`src/rtl/hoplite_message_interface.sv`:
```
// Hoplite mesh endpoint for one PicoRV32 PE: stages PE message strobes into
// single-word flits (TX FIFO) and buffers router flits for the PE (RX FIFO).
module hoplite_message_interface #(
  parameter int COORD_BITS = 1,
  parameter int TX_DEPTH   = 4,
  parameter int RX_DEPTH   = 4,
  localparam int FLIT_W    = 33 + 2 * COORD_BITS
) (
  input  logic                  clk,
  input  logic                  reset_n,
  input  logic [COORD_BITS-1:0] pe_x_coord,
  input  logic                  pe_x_coord_valid,
  input  logic [COORD_BITS-1:0] pe_y_coord,
  input  logic                  pe_y_coord_valid,
  input  logic [31:0]           pe_message,
  input  logic                  pe_message_valid,
  input  logic                  pe_packet_complete,
  output logic [31:0]           pe_message_in,
  output logic                  pe_message_in_valid,
  input  logic                  pe_message_in_read,
  input  logic                  pe_message_in_ready,
  output logic [FLIT_W-1:0]     tx_flit,
  output logic                  tx_flit_valid,
  input  logic                  tx_flit_ready,
  input  logic [FLIT_W-1:0]     rx_flit,
  input  logic                  rx_flit_valid,
  output logic                  rx_flit_ready,
  output logic                  tx_overflow,
  output logic                  proto_error
);

  localparam int TX_AW = $clog2(TX_DEPTH);
  localparam int TX_CW = TX_AW + 1;
  localparam int RX_AW = $clog2(RX_DEPTH);
  localparam int RX_CW = RX_AW + 1;

  logic [COORD_BITS-1:0] dest_x, dest_y;
  logic                  stg_valid;
  logic [COORD_BITS-1:0] stg_x, stg_y;
  logic [31:0]           stg_data;

  logic [FLIT_W-1:0] tx_mem [TX_DEPTH];
  logic [TX_AW-1:0]  tx_wr_ptr, tx_rd_ptr;
  logic [TX_CW-1:0]  tx_count;

  logic [31:0]      rx_mem [RX_DEPTH];
  logic [RX_AW-1:0] rx_wr_ptr, rx_rd_ptr;
  logic [RX_CW-1:0] rx_count;
  logic             rx_en;

  logic              tx_pop, tx_push_req, tx_push, tx_full;
  logic [FLIT_W-1:0] tx_push_flit;
  logic              rx_push, rx_pop, rx_empty, proto_hit;
  logic              rx_flit_unused;

  // The staged word closes the packet only when no new message displaces it.
  assign tx_push_req  = stg_valid && (pe_message_valid || pe_packet_complete);
  assign tx_push_flit = {~pe_message_valid, stg_y, stg_x, stg_data};
  assign tx_full      = (tx_count == TX_CW'(TX_DEPTH));
  assign tx_pop       = tx_flit_valid && tx_flit_ready;
  assign tx_push      = tx_push_req && (!tx_full || tx_pop);

  assign tx_flit_valid = (tx_count != '0);
  assign tx_flit       = tx_flit_valid ? tx_mem[tx_rd_ptr] : '0;

  assign rx_empty            = (rx_count == '0);
  assign rx_flit_ready       = rx_en && (rx_count < RX_CW'(RX_DEPTH));
  assign rx_push             = rx_flit_valid && rx_flit_ready;
  assign rx_pop              = pe_message_in_read && !rx_empty;
  assign pe_message_in_valid = !rx_empty;
  assign pe_message_in       = rx_empty ? 32'h0 : rx_mem[rx_rd_ptr];
  assign rx_flit_unused      = ^rx_flit[FLIT_W-1:32];

  assign proto_hit = (pe_packet_complete && (!stg_valid || pe_message_valid))
                   || (pe_message_in_read && rx_empty);

  always_ff @(posedge clk) begin
    if (tx_push) tx_mem[tx_wr_ptr] <= tx_push_flit;
    if (rx_push) rx_mem[rx_wr_ptr] <= rx_flit[31:0];
  end

  always_ff @(posedge clk) begin
    if (!reset_n) begin
      dest_x      <= '0;
      dest_y      <= '0;
      stg_valid   <= 1'b0;
      stg_x       <= '0;
      stg_y       <= '0;
      stg_data    <= '0;
      tx_wr_ptr   <= '0;
      tx_rd_ptr   <= '0;
      tx_count    <= '0;
      rx_wr_ptr   <= '0;
      rx_rd_ptr   <= '0;
      rx_count    <= '0;
      rx_en       <= 1'b0;
      tx_overflow <= 1'b0;
      proto_error <= 1'b0;
    end else begin
      if (pe_x_coord_valid) dest_x <= pe_x_coord;
      if (pe_y_coord_valid) dest_y <= pe_y_coord;

      if (pe_message_valid) begin
        stg_valid <= 1'b1;
        stg_x     <= dest_x;
        stg_y     <= dest_y;
        stg_data  <= pe_message;
      end else if (pe_packet_complete) begin
        stg_valid <= 1'b0;
      end

      if (tx_push) tx_wr_ptr <= tx_wr_ptr + TX_AW'(1);
      if (tx_pop)  tx_rd_ptr <= tx_rd_ptr + TX_AW'(1);
      case ({tx_push, tx_pop})
        2'b10:   tx_count <= tx_count + TX_CW'(1);
        2'b01:   tx_count <= tx_count - TX_CW'(1);
        default: tx_count <= tx_count;
      endcase
      if (tx_push_req && !tx_push) tx_overflow <= 1'b1;

      if (pe_message_in_ready) rx_en <= 1'b1;
      if (rx_push) rx_wr_ptr <= rx_wr_ptr + RX_AW'(1);
      if (rx_pop)  rx_rd_ptr <= rx_rd_ptr + RX_AW'(1);
      case ({rx_push, rx_pop})
        2'b10:   rx_count <= rx_count + RX_CW'(1);
        2'b01:   rx_count <= rx_count - RX_CW'(1);
        default: rx_count <= rx_count;
      endcase

      if (proto_hit) proto_error <= 1'b1;
    end
  end

endmodule

```
`config.mk`:
```
export PLATFORM = sky130hd
export DESIGN_NAME = hoplite_message_interface
export DESIGN_NICKNAME = d
export VERILOG_FILES = /design/src/rtl/hoplite_message_interface.sv
export SDC_FILE = /design/constraint.sdc
export NUM_CORES = 1
export LEC_CHECK = 0
export BUFFER_PORTS_ARGS = -buffer_cell sky130_fd_sc_hd__buf_2
export CORE_UTILIZATION = 35
export DETAILED_ROUTE_END_ITERATION = 12
export PLACE_DENSITY = 0.51
export SYNTH_ARGS = -nofsm -noshare
export SYNTH_HDL_FRONTEND = slang
export SYNTH_SLANG_ARGS = --single-unit
```
`constraint.sdc`:
```
create_clock -name clk -period 2.6 [get_ports clk]
set_input_delay 0.26 -clock clk [delete_from_list [all_inputs] [get_ports clk]]
set_output_delay 0.26 -clock clk [all_outputs]
set_load 0.01 [all_outputs]
```
# Word-level counts from Yosys, hierarchy flattened
# Memory sizes are Yosys's and may differ from the RTL's. A register that Yosys moved wholly into a read port is not among the register bits.
# Index checks and enable logic that the tools add are counted.
[totals]
ff_bits = 54
ram_bits = 268
in_bits = 79
mem_count = 2
[op_classes]
add_sub_neg = 8
n_lt_le_gt_ge = 1
n_eq_ne = 5
n_mux = 14
bitwise = 1
reduce_logical = 22
[mem_list]
columns = ["memory", "words", "width", "rd", "rd_clocked_by_memory_dff", "write_ports", "line_no", "text"]
rows = [
  ["tx_mem", 4, 35, 1, 1, 1, "42", "logic [FLIT_W-1:0] tx_mem [TX_DEPTH];"],
  ["rx_mem", 4, 32, 1, 1, 1, "46", "logic [31:0] rx_mem [RX_DEPTH];"],
]
[ops]
columns = ["operator", "n"]
rows = [
  ["two-way mux 35 bit", 1],
  ["two-way mux 32 bit", 1],
  ["case mux 3 bit (2 select lines)", 2],
  ["logical AND 1 bit", 9],
  ["adder 2 x 1 -> 2 bit, second input constant", 4],
  ["two-way mux 2 bit", 4],
  ["adder 3 x 1 -> 3 bit, second input constant", 2],
  ["two-way mux 1 bit", 6],
  ["nonzero test 2 bit", 3],
  ["subtractor 3 x 1 -> 3 bit, second input constant", 2],
  ["== test 2 x 1 -> 1 bit, second input constant", 2],
  ["== test 2 bit, second input constant", 2],
  ["zero test 1 bit", 4],
  ["logical OR 1 bit", 4],
  ["== test 3 bit, second input constant", 1],
  ["zero test 3 bit", 1],
  ["less-than comparator 3 bit, second input constant", 1],
  ["nonzero test 3 bit", 1],
  ["inverter 1 bit", 1],
]

# Depth between registers and ports, before layout
[depth]
depth_word = 6
mapped_depth = 9
depth_no_buf = 9

# Worst setup path after synthesis
# OpenSTA, ideal clock, no wires.
[synth_path]
path_type = "input port to flip-flop"
from = "in pe_message_valid"
to = "mem tx_mem[0][0] (netlist bit), enable pin"
setup_time_ns = 0.395
t_arrival_ns = 1.712
required_ns = 2.205
setup_slack_ns = 0.493
cell_stages = 4
path_buffers = 1
path_cell_list = "buf_2 > o21ai_2 > nor2_2 > and2_1"
[synth_between]
elab_chain_len = 5
[synth_lines]
columns = ["element", "line_no", "text"]
rows = [
  ["start, declared", "16", "input logic pe_message_valid,"],
  ["logical OR 1 bit", "57", "assign tx_push_req = stg_valid && (pe_message_valid || pe_packet_complete);"],
  ["logical AND 1 bit", "57", ""],
  ["logical AND 1 bit", "61", "assign tx_push = tx_push_req && (!tx_full || tx_pop);"],
  ["two-way mux 1 bit", "78", "if (tx_push) tx_mem[tx_wr_ptr] <= tx_push_flit;"],
  ["two-way mux 1 bit (implied by the code)", "78", ""],
  ["end, declared", "42", ""],
]
# Every way passes these cells.

==> run summary <==
Setup violations remaining at the end of the flow were counted as 0. After synthesis, the cell types taking the most area are edfxtp_1 64%, mux4_2 12%, dfxtp_1 9.2%. The max-cap violation count is 0. The deepest level of the CTS H-tree came out at 2.

The net count reported at finish is 974. The number of synthesized register bits is 326. The global-route met2 utilization is 23.58%. The maximum clock skew at final layout came out at approximately 14 ps. The library cell occupying the most area in the post-synthesis netlist is edfxtp_1.

TritonCTS created 36 clock buffers. Buffers placed on the I/O ports in this run total 147. Entering global routing, the biggest net connects 40 pins. Detailed routing inserted a total of 6373 vias. The routed wire length is between 20 and 30 mm.

The count of flip-flops with a built-in enable after synthesis came out at 268. The average instance area after synthesis came out at 19.11 µm². The critical path ends at tx_flit[1]. The die span in y came out at 191.6 µm. Dividing the detail-routed wire length by the instance count gives between 15 and 20 µm. The initial antenna violation count came out at 3. The worst-case vdd ir drop came out at 0.5396 mV. The layer flagged by global routing as most heavily used is met2. The final setup TNS is 0 ps. The synthesized cell area is 0.01258 mm². TritonCTS built the clock tree. The die outline width is 191.6 µm.

The setup slack of the worst register-to-register path came out at 480 ps. The endpoint of the most critical register-to-register path is tx_mem[0][4]. The global-route total usage across every layer came out at 14.03%. STA classifies the critical path endpoint as an output pin. The clock-pin slew on the worst setup and hold paths is 60 ps. Setup repair after global routing left no endpoint under its margin. The leftover overflow at the end of global routing came out at 0. The clock passes through at most 3 buffers. The post-route DRC violation count is 0.

The type of the worst setup path is flop to output pin. The share of cells above drive strength 1 is 31.90%. The min-delay analysis places its worst path in the category input pin to flop.

The area growth from synthesis to layout came out at 23.96%. The internal portion of total power is around 0.010 W. Headroom to the max-slew limit came out at 28.09%. The worst register-to-register path has a depth of 3. The detailed router finished its first iteration with 306 violations. The number of failing hold endpoints at the final stage is 0. The core region is 0.03548 mm². By count the netlist is led by 268 x edfxtp_1, 84 x and2_1, 67 x mux4_2, 58 x dfxtp_1, 42 x nor2b_1. The actual slew at the worst max-slew pin came out at 1079 ps. The number of distinct library cells after synthesis came out at 35. Of the available clock period, the critical path in the final layout requires 90.84%. After synthesis, the share of flip-flops with an asynchronous set or reset is 0%. The wire length of the first global-routing pass is 38.56 mm. The clock network fraction of design power came out at about a third. The half-perimeter wire length after placement is 14.21 mm. The effective utilization at floorplan came out at 35.44%.

The arrival time at the worst endpoint came out at ~2100 ps. The area of the die came out at between 0.03 and 0.04 mm². The leakage component of the power came out at approximately 5.6 nW. The number of placement rows is 69.

The number of global-route vias before repair came to ~6800. Summing the sequential cell areas from Yosys gives 73.23% of the chip area. The post-route antenna net violation count came out at 0. The most common cell in the synthesized netlist is edfxtp_1. The met1 routing resource usage after global routing is 17.68%. The net count of the mapped netlist came out at 748. The proportion of power drawn by combinational gates came out at 23.5%. The net switching power of the design came out at 0.003911 W. The worst setup path is launched from a flop. The switching power as a share of total power is roughly 28%. Fill cells in the final layout number about 3100. The data required time at the worst endpoint is 2340 ps. The final cell count without fillers is 1373. The worst-skew pair later-pin latency came out at ~520 ps. The first-pass iteration count of the detailed router is 6. Using the TritonRoute via totals, the vias-per-cell ratio works out to 4.642. The number of hold buffers added after CTS was between 50 and 60.

The top flip-flop cell by instance count after synthesis is edfxtp_1. The portion of synthesized cell area occupied by the leading cell type is 63.99%. The fmax came out at 0.4234 GHz. The met3 layer usage reported by global route is roughly 3.6%. The portion of total power attributed to sequential cells is 42.5%. Post-CTS timing repair inserted 0 buffers for setup.

Along the worst path, the maximum fanout reaches 16. CTS placed an instance of clkbuf_16 at the clock tree root. The instance count after placement with tap cells included came out at 1249. The total number of yosys warnings is 0.

The number of instances in the synthesized netlist came out at 658. For this design, the sink count on the clock tree is around 330. The shortest clock period the worst path allows after layout is 2362 ps. The worst register-to-register path begins at tx_count[2]. The areal power density over the cells came out at 910.0 mW/mm². The number of I/O pins came out at 151. The run finished with clean final reports. The number of pins with negative max-slew slack in the final report came to 0. Hold is met by 20.62 ps. At the end of routability-driven placement, the weighted congestion stood at 0.6866. In this run, post-CTS repair resized a total of 0 instances.
[power groups by stage]
stage          registers [W]  logic (W)  clock network [W]
4_1_cts              0.00602    0.00347            0.00497
3_5_place_dp         0.00613    0.00339                  0
3_3_place_gp         0.00613    0.00339                  0
6_report             0.00602    0.00334            0.00482
2_1_floorplan        0.00609    0.00213                  0
5_1_grt              0.00605    0.00372            0.00515
[state kept, by name, indices dropped and copies added (netlist names), 2 cells and up, named ones only]
name and cells:
rx_wr_ptr 2, tx_count 3, stg_data 32, tx_rd_ptr 2, tx_mem 140, rx_mem 128
rx_rd_ptr 2, tx_wr_ptr 2, rx_count 3
[cell families (layout without fill, tap and decap cells)]
logic type / Yosys count / in the layout / synth area share (%)
fa+ha+maj: 11 / 11 / 1.214
compound gates: 14 / 14 / 0.9551
other cells: 0 / 3 / 0
flops: 326 / 326 / 73.23
simple gates: 147 / 147 / 7.233
buf+inv: 46 / 297 / 1.711
mux: 106 / 106 / 15.10
xor+xnor: 8 / 8 / 0.5572
[final cells by class]
type / instances / area [µm²] / area share [%]
sequential: 326 / 9211 / 59.09
multi-input combinational: 286 / 3157 / 20.25
timing repair buffer: 221 / 1474 / 9.455
clock buffer: 47 / 962.2 / 6.172
tap: 461 / 576.8 / 3.700
clock inverter: 16 / 151.4 / 0.9712
inverter: 13 / 48.80 / 0.3130
antenna: 3 / 7.507 / 0.04816
[how the worst min path moves through the flow]
stage	from	to	slack, ps	depth (start not counted)
floorplan	rx_flit[0]	rx_mem[0][0]	360	0
global placement	tx_overflow	tx_overflow	450	1
detailed placement	tx_overflow	tx_overflow	450	1
CTS	pe_message[13]	stg_data[13]	1	3
global route	pe_message[22]	stg_data[22]	20	3
finish	pe_message[18]	stg_data[18]	20	3
[cell usage in the layout (no fill, tap or decap), types with 13 or more instances in the layout]
cell,n
inv_1,13
edfxtp_1,268
nor2b_1,42
buf_4,13
mux2i_1,39
and2_1,80
dlygate4sd3_1,58
mux4_2,67
dfxtp_1,56
buf_2,147
clkbuf_16,36
[critical path: stages (launching register included)]
cell	delay [ps]
dfxtp_2	340
buf_4	350
mux4_2	540
and2_1	210
buf_2	150
[per-layer routing]
layer	up-vias	part of all wire (%)
met5	-	0.040
met4	2	2.1
met3	46	5.4
met2	137	49
met1	3221	44
li1	2967	-
[per-stage QoR]
step	area (µm²)	power [W]	setup slack [ps]	utilization [%]
2_1_floorplan	12580	0.008217	492.5	-
3_3_place_gp	13890	0.009513	435.5	39.14
3_5_place_dp	13890	0.009519	405.1	39.14
4_1_cts	15580	0.01447	163.1	43.91
5_1_grt	15580	0.01493	106.0	43.92
6_report	15590	0.01419	238.1	43.93
(Power assumes the default switching activity.)
